<file path="src/rtl/bitonic_pkg.sv">
// Shared definitions for the bitonic loader/sorter pair: loader FSM states and
// the packed block width helper.
package bitonic_pkg;

  typedef enum logic [1:0] {
    FILL  = 2'd0,
    ISSUE = 2'd1,
    WAIT  = 2'd2
  } state_t;

  function automatic int block_width(input int data_width, input int block_depth);
    return data_width * (2 ** block_depth);
  endfunction

endpackage

</file>
<file path="src/rtl/bitonic_loader.sv">
// Collects serial elements into a packed block of 2**BLOCK_DEPTH slots, pads
// short blocks, and hands each block to the sorter with a one-cycle start pulse.
module bitonic_loader
  import bitonic_pkg::*;
#(
  parameter int                    DATA_WIDTH  = 8,
  parameter int                    BLOCK_DEPTH = 1,
  parameter logic [DATA_WIDTH-1:0] PAD_VALUE   = '1
) (
  input  logic                                             clk,
  input  logic                                             reset,
  input  logic [DATA_WIDTH-1:0]                            in_data,
  input  logic                                             in_valid,
  input  logic                                             in_last,
  output logic                                             in_ready,
  output logic [block_width(DATA_WIDTH, BLOCK_DEPTH)-1:0]  blk_data,
  output logic                                             blk_valid,
  input  logic                                             blk_done,
  output logic                                             blk_partial,
  output logic [15:0]                                      blk_count
);

  localparam int N     = 2 ** BLOCK_DEPTH;
  localparam int IDX_W = $clog2(N) + 1;
  localparam logic [IDX_W-1:0] LAST_IDX = IDX_W'(N - 1);

  state_t                  state_reg, state_next;
  logic [IDX_W-1:0]        idx_reg;
  logic [DATA_WIDTH-1:0]   slot_reg [N];
  logic                    partial_reg;
  logic [15:0]             count_reg;

  logic accept;
  logic last_slot;
  logic block_end;

  assign accept    = in_valid && (state_reg == FILL);
  assign last_slot = (idx_reg == LAST_IDX);
  assign block_end = accept && (last_slot || in_last);

  always_comb begin
    state_next = state_reg;
    case (state_reg)
      FILL:    if (block_end) state_next = ISSUE;
      ISSUE:   state_next = WAIT;
      WAIT:    if (blk_done) state_next = FILL;
      default: state_next = FILL;
    endcase
  end

  always_ff @(posedge clk or negedge reset) begin
    if (!reset) begin
      state_reg <= FILL;
    end else begin
      state_reg <= state_next;
    end
  end

  // Index only advances within a block; it is cleared when the sorter releases us.
  always_ff @(posedge clk or negedge reset) begin
    if (!reset) begin
      idx_reg <= '0;
    end else if (state_reg == WAIT && blk_done) begin
      idx_reg <= '0;
    end else if (accept && !block_end) begin
      idx_reg <= idx_reg + 1'b1;
    end
  end

  // Each slot takes the accepted element at its index, or the pad value when a
  // short block closes below it.
  generate
    for (genvar gi = 0; gi < N; gi++) begin : g_slot
      localparam logic [IDX_W-1:0] SLOT = IDX_W'(gi);

      always_ff @(posedge clk or negedge reset) begin
        if (!reset) begin
          slot_reg[gi] <= '0;
        end else if (accept) begin
          if (idx_reg == SLOT) begin
            slot_reg[gi] <= in_data;
          end else if (block_end && (SLOT > idx_reg)) begin
            slot_reg[gi] <= PAD_VALUE;
          end
        end
      end

      assign blk_data[gi*DATA_WIDTH +: DATA_WIDTH] = slot_reg[gi];
    end
  endgenerate

  always_ff @(posedge clk or negedge reset) begin
    if (!reset) begin
      partial_reg <= 1'b0;
    end else if (block_end) begin
      partial_reg <= in_last && !last_slot;
    end
  end

  always_ff @(posedge clk or negedge reset) begin
    if (!reset) begin
      count_reg <= '0;
    end else if (state_reg == ISSUE) begin
      count_reg <= count_reg + 16'd1;
    end
  end

  assign in_ready    = (state_reg == FILL);
  assign blk_valid   = (state_reg == ISSUE);
  assign blk_partial = partial_reg;
  assign blk_count   = count_reg;

endmodule

</file>
<file path="config.mk">
export PLATFORM = sky130hd
export DESIGN_NAME = bitonic_loader
export DESIGN_NICKNAME = d
export VERILOG_FILES = /design/src/rtl/bitonic_pkg.sv /design/src/rtl/bitonic_loader.sv
export SDC_FILE = /design/constraint.sdc
export NUM_CORES = 1
export LEC_CHECK = 0
export BUFFER_PORTS_ARGS = -buffer_cell sky130_fd_sc_hd__buf_2
export CORE_MARGIN = 10
export CORE_UTILIZATION = 50
export DETAILED_ROUTE_END_ITERATION = 12
export GPL_TIMING_DRIVEN = 0
export PLACE_DENSITY = 0.78
export SETUP_SLACK_MARGIN = 0.02
export SLEW_MARGIN = 20
export SYNTH_ARGS = -nofsm -noshare
export SYNTH_HDL_FRONTEND = slang
export SYNTH_SLANG_ARGS = --single-unit
</file>
<file path="constraint.sdc">
create_clock -name clk -period 1.75 [get_ports clk]
set_input_delay 0.175 -clock clk [delete_from_list [all_inputs] [get_ports clk]]
set_output_delay 0.175 -clock clk [all_outputs]
set_load 0.02 [all_outputs]
</file>
==> flow_metrics.py, run 1 <==
metrics = {
    "sta": {
        "maxSlewViolCount": 0,
        "max_freq_mhz": 628,
        "finalCritPeriodShare_pct": 91.0,
        "setup_ws_ns": 0.157,
        "setup_tns_ns": 0,
        "max_slew_margin_pct": 46.4,
        "worst_slew_pin_slew_ns": 0.804,
        "setup_violations": 0,
        "fin_crit_ns": 1.59,
        "rsz0062_at_grt": "no",
        "finClkSkew_ns": 0.00571,
        "hold_viol": 0,
    },
    "logic_synthesis": {
        "synthTopCellsByCount": "37 x dfrtp_1, 10 x nand2_1, 10 x xnor2_1, 9 x mux2_2",
        "synth_warnings": 0,
        "synth.area.top_cells": "dfrtp_1 60%, mux2_2 6.6%, xnor2_1 5.7%",
        "ys_ff_latch": 37,
        "synth_top_cell_by_area": "dfrtp_1",
        "synth_area_per_cell_um2": 12.6,
        "async_flop_share_pct": 100,
        "syn_nets": 139,
        "synth_edf_count": 0,
        "syn_area_um2": 1550,
        "synth.distinct_cells": 27,
        "netlist_instances": 123,
        "synth_top_area_share_pct": 59.9,
        "ys.flop_type": "dfrtp_1",
        "post-synth-top-count-cell": "dfrtp_1",
        "ys_seq_area_share_pct": 59.9,
    },
    "die": {
        "core-area_um2": 3000,
        "die_area_um2": 5710,
        "start_util_pct": 51.5,
        "die_w_um": 75.6,
        "num_io_pins": 48,
        "fp.dieH_um": 75.6,
        "rows": 20,
    },
    "global_route": {
        "grt_pass1_wl_mm": 5.61,
        "grt_pass1_vias": 1172,
        "grt_max_degree": 38,
        "antenna_found_initial": 0,
        "grt-ovfl-total": 0,
        "grt_util_all_layers_pct": 12.9,
    },
    "drt": {
        "first_pass_iters": 5,
        "antenna_left": 0,
        "vias": 1090,
        "drt_wl_total_mm": 3.22,
        "wl_per_cell_um": 15.2,
        "drtIter0Drc": 49,
        "drc_errors": 0,
        "vias_per_cell": 5.14,
    },
    "clock_tree": {
        "cts_made_buffers": 5,
        "postCtsSetupBuffers": 0,
        "clk_pin_slew_worst_paths_ns": 0.11,
        "cts-htree-levels": 2,
        "root_buffer": "clkbuf_4",
        "cts_sinks": 37,
        "tritoncts": "built",
        "ctsLongestPathBuffers": 2,
        "clkLatencyLatePin_ns": 0.35,
    },
    "layout": {
        "drive_gt1_share_pct": 39.1,
        "nFillCells": 239,
        "seqCellArea_um2": 926,
        "n_antenna_cell": 0,
        "stdcell_count": 212,
        "multi_input_area_um2": 594,
        "final_nets": 194,
        "syn2layout_area_growth_pct": 24.5,
    },
    "job": {
        "cap_violations": 0,
    },
    "setup_path": {
        "cp_cell_sequence": "nor3b_4 -> and2_1 -> buf_2 -> mux2_2",
        "critical_path.max_fanout": 8,
        "worstSetupEndpointType": "flip-flop",
        "required_ns": 2.00,
        "crit_buf_inv": 1,
        "crit_arrival_ns": 1.84,
        "critPathKind": "flip-flop to flip-flop",
        "cp_top_family": "flip-flops",
        "worst_path_max_delay_cell": "dfrtp_1",
        "max_stage_delay_ns": 0.46,
        "startpoint_type": "flip-flop",
    },
    "outcome": {
        "status": "finished, final reports clean",
    },
    "place": {
        "gp_congestion": 0.773,
        "io_buffers": 47,
        "place_inst": 203,
        "place_ws_ns": 0.109,
    },
    "pwr": {
        "vdd_drop_max_v": 0.000927,
        "power.leakage_uw": 0.000929,
        "powerDensity_nw_per_um2": 1690,
    },
    "hold_path": {
        "hold_class": "input port to flip-flop",
    },
}
[where the power goes]
group | internal (µW) | switching [µW]
Clock | 341 | 286
Combinational | 530 | 745
Sequential | 1140 | 203
[area by class of cell]
class                   count  area share [%]
clock inverters             1            1.56
flip-flops and latches     37            48.1
multi-input cells          79            30.9
clock buffers               7            2.86
repair buffers             48            12.8
inverters                   5           0.976
plain buffers               2           0.651
well taps                  33            2.15
[placed cells by master, fill, tap and decap left out, types with 4 or more instances in the layout]
master     n
mux2_2     9
inv_1      5
clkbuf_4   5
a21oi_1    4
nand2_1   10
xnor2_1   10
o22a_1     8
buf_2     48
nor2_1     8
dfrtp_1   37
xor2_1     6
nand3_1    4
[through the flow]
step	utilization (%)	total power (µW)	hold slack (ns)	cell area, µm²
CTS	63.8	3290	0.0544	1920
detailed placement	60.7	2660	0.312	1820
global placement	60.7	2600	0.288	1820
global route	64.0	3470	0.0483	1920
finish	64.0	3250	0.0603	1920
floorplan	-	2200	-0.121	1550
[routing by layer]
layer  share of wire [%]  GRT usage (%)  vias up
li1                    -              -      535
met2                  50           21.9       26
met4                 1.5           4.95        0
met1                  41           14.6      522
met3                 7.2           4.56        7
met5                   0              0        -
[kinds of logic after synthesis]
| group | Yosys count | share of synthesized area [%] |
|---|---|---|
| buffers and inverters | 7 | 2.02 |
| DFF | 37 | 59.9 |
| xor gates and xnor gates | 16 | 9.07 |
| AOI/OAI and AO/OA | 12 | 5.83 |
| and+or+nand+nor | 39 | 14.2 |
| adders and majority gates | 3 | 2.43 |
| muxes | 9 | 6.56 |
[worst paths after layout]
path	from	endpoint	slack (ns)	cells past startpoint
hold reg to reg	blk_count[15]	blk_count[15]	0.46	1
setup reg to reg	state_reg[0]	blk_data[6]	0.16	4
max in group asynchronous	reset	blk_count[4]	0.80	2
setup / recovery	state_reg[0]	blk_data[6]	0.16	4
min in group asynchronous	reset	blk_data[9]	0.43	2
hold / removal	in_data[7]	blk_data[7]	0.06	2
[what timing repair did]
action,4_1_cts,5_1_grt
endpoints found under the setup margin,0,1
hold endpoints to repair,37,0
hold buffers,1,0
resized for setup,0,1
(Power assumes the default switching activity.)
==> run 2, diff against run 1 <==
--- a/config.mk
+++ b/config.mk
@@ -5,12 +5,13 @@
 export SDC_FILE = /design/constraint.sdc
 export NUM_CORES = 1
 export LEC_CHECK = 0
+export ABC_AREA = 1
 export BUFFER_PORTS_ARGS = -buffer_cell sky130_fd_sc_hd__buf_2
 export CORE_MARGIN = 10
-export CORE_UTILIZATION = 50
+export CORE_UTILIZATION = 47
 export DETAILED_ROUTE_END_ITERATION = 12
 export GPL_TIMING_DRIVEN = 0
-export PLACE_DENSITY = 0.78
+export PLACE_DENSITY = 0.75
 export SETUP_SLACK_MARGIN = 0.02
 export SLEW_MARGIN = 20
 export SYNTH_ARGS = -nofsm -noshare
==> constraint.sdc (replaced) <==
create_clock -name clk -period 1.4 [get_ports clk]
set_input_delay 0.14 -clock clk [delete_from_list [all_inputs] [get_ports clk]]
set_output_delay 0.14 -clock clk [all_outputs]
set_load 0.02 [all_outputs]
==> run 2 against run 1 <==
Effect of this change:
- maximum frequency is 22% higher
- clock-buffer cell count is 1 higher
- synthesized area is 19% higher
- critical path depth is 4 higher
- die area is 19% higher
- non-clock buffer count is 2 higher
- sequential power is 22% higher
- hold slack better by 0.0038 ns
- first-iteration DRC count is 49% higher
- wire length is 22% higher
- global-route usage is 0.44 points lower
- via count is 32% higher
- critical endpoint is now blk_count[12]
==> flow_metrics.py, run 2 <==
metrics = {
    "setup_path": {
        "required_ns": 1.58,
        "reg2reg_to": "blk_count[12]",
        "critPathKind": "flip-flop to flip-flop",
        "ff2ff_path_depth": 8,
        "startpoint_type": "flip-flop",
        "ff2ff_setup_slack_ns": 0.09,
        "critical_path.max_fanout": 5,
        "r2r_start": "blk_count[0]",
        "worstSetupEndpointType": "flip-flop",
        "crit_arrival_ns": 1.49,
    },
    "sta": {
        "worst_slew_pin_slew_ns": 0.790,
        "max_slew_margin_pct": 47.3,
        "setup_tns_ns": 0,
        "finalCritPeriodShare_pct": 93.4,
        "setup_violations": 0,
        "fin_crit_ns": 1.31,
        "max_freq_mhz": 765,
        "finClkSkew_ns": 0.00436,
        "maxSlewViolCount": 0,
        "rsz0062_at_grt": "yes",
        "hold_viol": 0,
    },
    "place": {
        "gp_congestion": 0.756,
        "dp_hpwl_mm": 2.94,
        "dpl_cell_area_um2": 2140,
        "io_buffers": 47,
    },
    "drt": {
        "drc_errors": 0,
        "vias": 1435,
        "vias_per_cell": 4.78,
        "wl_per_cell_um": 13.1,
        "drtIter0Drc": 73,
        "antenna_left": 0,
        "drt_wl_total_mm": 3.92,
        "first_pass_iters": 4,
    },
    "outcome": {
        "status": "finished, final reports clean",
    },
    "layout": {
        "final_nets": 267,
        "syn2layout_area_growth_pct": 23.7,
        "n_antenna_cell": 0,
        "final_common_cell": "buf_2",
        "final_cell_mix": "47 x buf_2, 38 x nand2_1, 34 x dfrtp_1",
        "fin_area_um2": 2280,
        "drive_gt1_share_pct": 37.7,
    },
    "logic_synthesis": {
        "syn_nets": 210,
        "async_flop_share_pct": 100,
        "synth_top_cell_by_area": "dfrtp_1",
        "synthTopCellsByCount": "40 x nand2_1, 37 x dfrtp_1, 32 x inv_1, 18 x a21oi_1, 11 x nor2_1",
        "syn_area_um2": 1840,
        "netlist_instances": 194,
        "post-synth-top-count-cell": "nand2_1",
        "synth_warnings": 0,
        "ys.flop_type": "dfrtp_1",
        "ys_ff_latch": 37,
        "synth_edf_count": 0,
        "synth.distinct_cells": 25,
        "synth.area.top_cells": "dfrtp_1 50%, nand2_1 8.1%, inv_1 6.5%",
        "synth_top_area_share_pct": 50.2,
        "ys_seq_area_share_pct": 50.2,
        "synth_area_per_cell_um2": 9.50,
    },
    "die": {
        "die_w_um": 82.6,
        "fp.dieH_um": 82.6,
        "die_area_um2": 6830,
        "rows": 22,
        "num_io_pins": 48,
        "core-area_um2": 3720,
        "start_util_pct": 49.6,
    },
    "pwr": {
        "vdd_drop_max_v": 0.00106,
        "power.leakage_uw": 0.00128,
        "powerDensity_nw_per_um2": 1860,
    },
    "clock_tree": {
        "root_buffer": "clkbuf_8",
        "cts-htree-levels": 2,
        "tritoncts": "built",
        "cts_made_buffers": 5,
        "clk_pin_slew_worst_paths_ns": 0.07,
        "ctsLongestPathBuffers": 2,
        "cts_sinks": 37,
        "clkLatencyLatePin_ns": 0.29,
    },
    "job": {
        "cap_violations": 0,
    },
    "global_route": {
        "grt_pass1_wl_mm": 6.67,
        "grt_pass1_vias": 1504,
        "antenna_found_initial": 0,
        "grt-ovfl-total": 0,
        "grt_util_all_layers_pct": 12.5,
        "grt_max_degree": 38,
    },
    "hold_path": {
        "whs_endpoint": "state_reg[1]",
        "min_delay_path_depth": 2,
        "hp-start": "blk_done",
        "hold_class": "input port to flip-flop",
    },
}
==> run 2: worst max-delay path by stage <==
stage            startpoint       endpoint  slack (ns)  cells past startpoint
2_1_floorplan  blk_count[0]  blk_count[10]        0.04                      8
3_3_place_gp   blk_count[0]  blk_count[12]        0.04                      8
3_5_place_dp   blk_count[0]  blk_count[12]        0.01                      8
4_1_cts        blk_count[0]  blk_count[12]        0.04                      8
5_1_grt        blk_count[0]  blk_count[12]      -0.009                      8
6_report       blk_count[0]  blk_count[12]        0.09                      8
==> run 2: worst max-delay path, cell delays in order (launching register included) <==
cell     delay (ns)
dfrtp_2        0.38
ha_2           0.21
nand3_4        0.10
nor2_4         0.14
nand2_4        0.08
nor2_8         0.12
nand2_1        0.06
nand2_1        0.06
nand2_1        0.05
==> run 2: kinds of logic after synthesis <==
kind of cell	synth area share, %
AOI/OAI and AO/OA	9.91
xor gates and xnor gates	5.09
adders and majority gates	2.04
buffers and inverters	8.42
DFF	50.2
and+or+nand+nor	24.3
==> run 2: timing repair <==
| item | 4_1_cts | 5_1_grt |
|---|---|---|
| buffers inserted | 0 | 2 |
| gates resized for setup | 2 | 8 |
| endpoints found under the hold margin | 37 | 0 |
| pin swaps | 0 | 1 |
| setup endpoints to repair | 3 | 15 |
| hold buffers | 1 | 0 |
| gates cloned | 0 | 0 |
==> run 2: through the flow <==
| stage | power (µW) | utilization, % | cells | hold WS, ns | worst slack (ns) |
|---|---|---|---|---|---|
| CTS | 4200 | 60.2 | 298 | 0.0589 | 0.0383 |
| detailed placement | 3470 | 57.6 | 289 | 0.277 | 0.0129 |
| finish | 4240 | 61.3 | 300 | 0.0641 | 0.0920 |
| global route | 4570 | 61.3 | 300 | 0.0741 | -0.00919 |
| global placement | 3430 | 57.6 | 289 | 0.284 | 0.0353 |
| floorplan | 2900 | - | 194 | -0.156 | 0.0383 |
==> run 2: final cells by class <==
class	instances	area, µm²
fillers	339	1440
flip-flops and latches	37	930
multi-input cells	120	795
repair buffers	50	260
inverters	35	133
clock buffers	8	80.1
well taps	48	60.1
plain buffers	2	22.5
==> run 2: metal layers <==
layer  vias up  part of all wire [%]  global-route usage (%)
met1       669                    40                    14.0
met4         0                   1.0                    3.51
met5         -                     0                       0
met3         5                    12                    7.02
met2        44                    47                    20.1
li1        717                     -                       -
==> run 2: where the power goes <==
part           internal, µW  switching (µW)  leakage [µW]  total, µW
Combinational           659            1220      0.000784       1880
Sequential             1420             231      0.000456       1650
Clock                   354             358     0.0000395        711
Total                  2430            1810       0.00128       4240
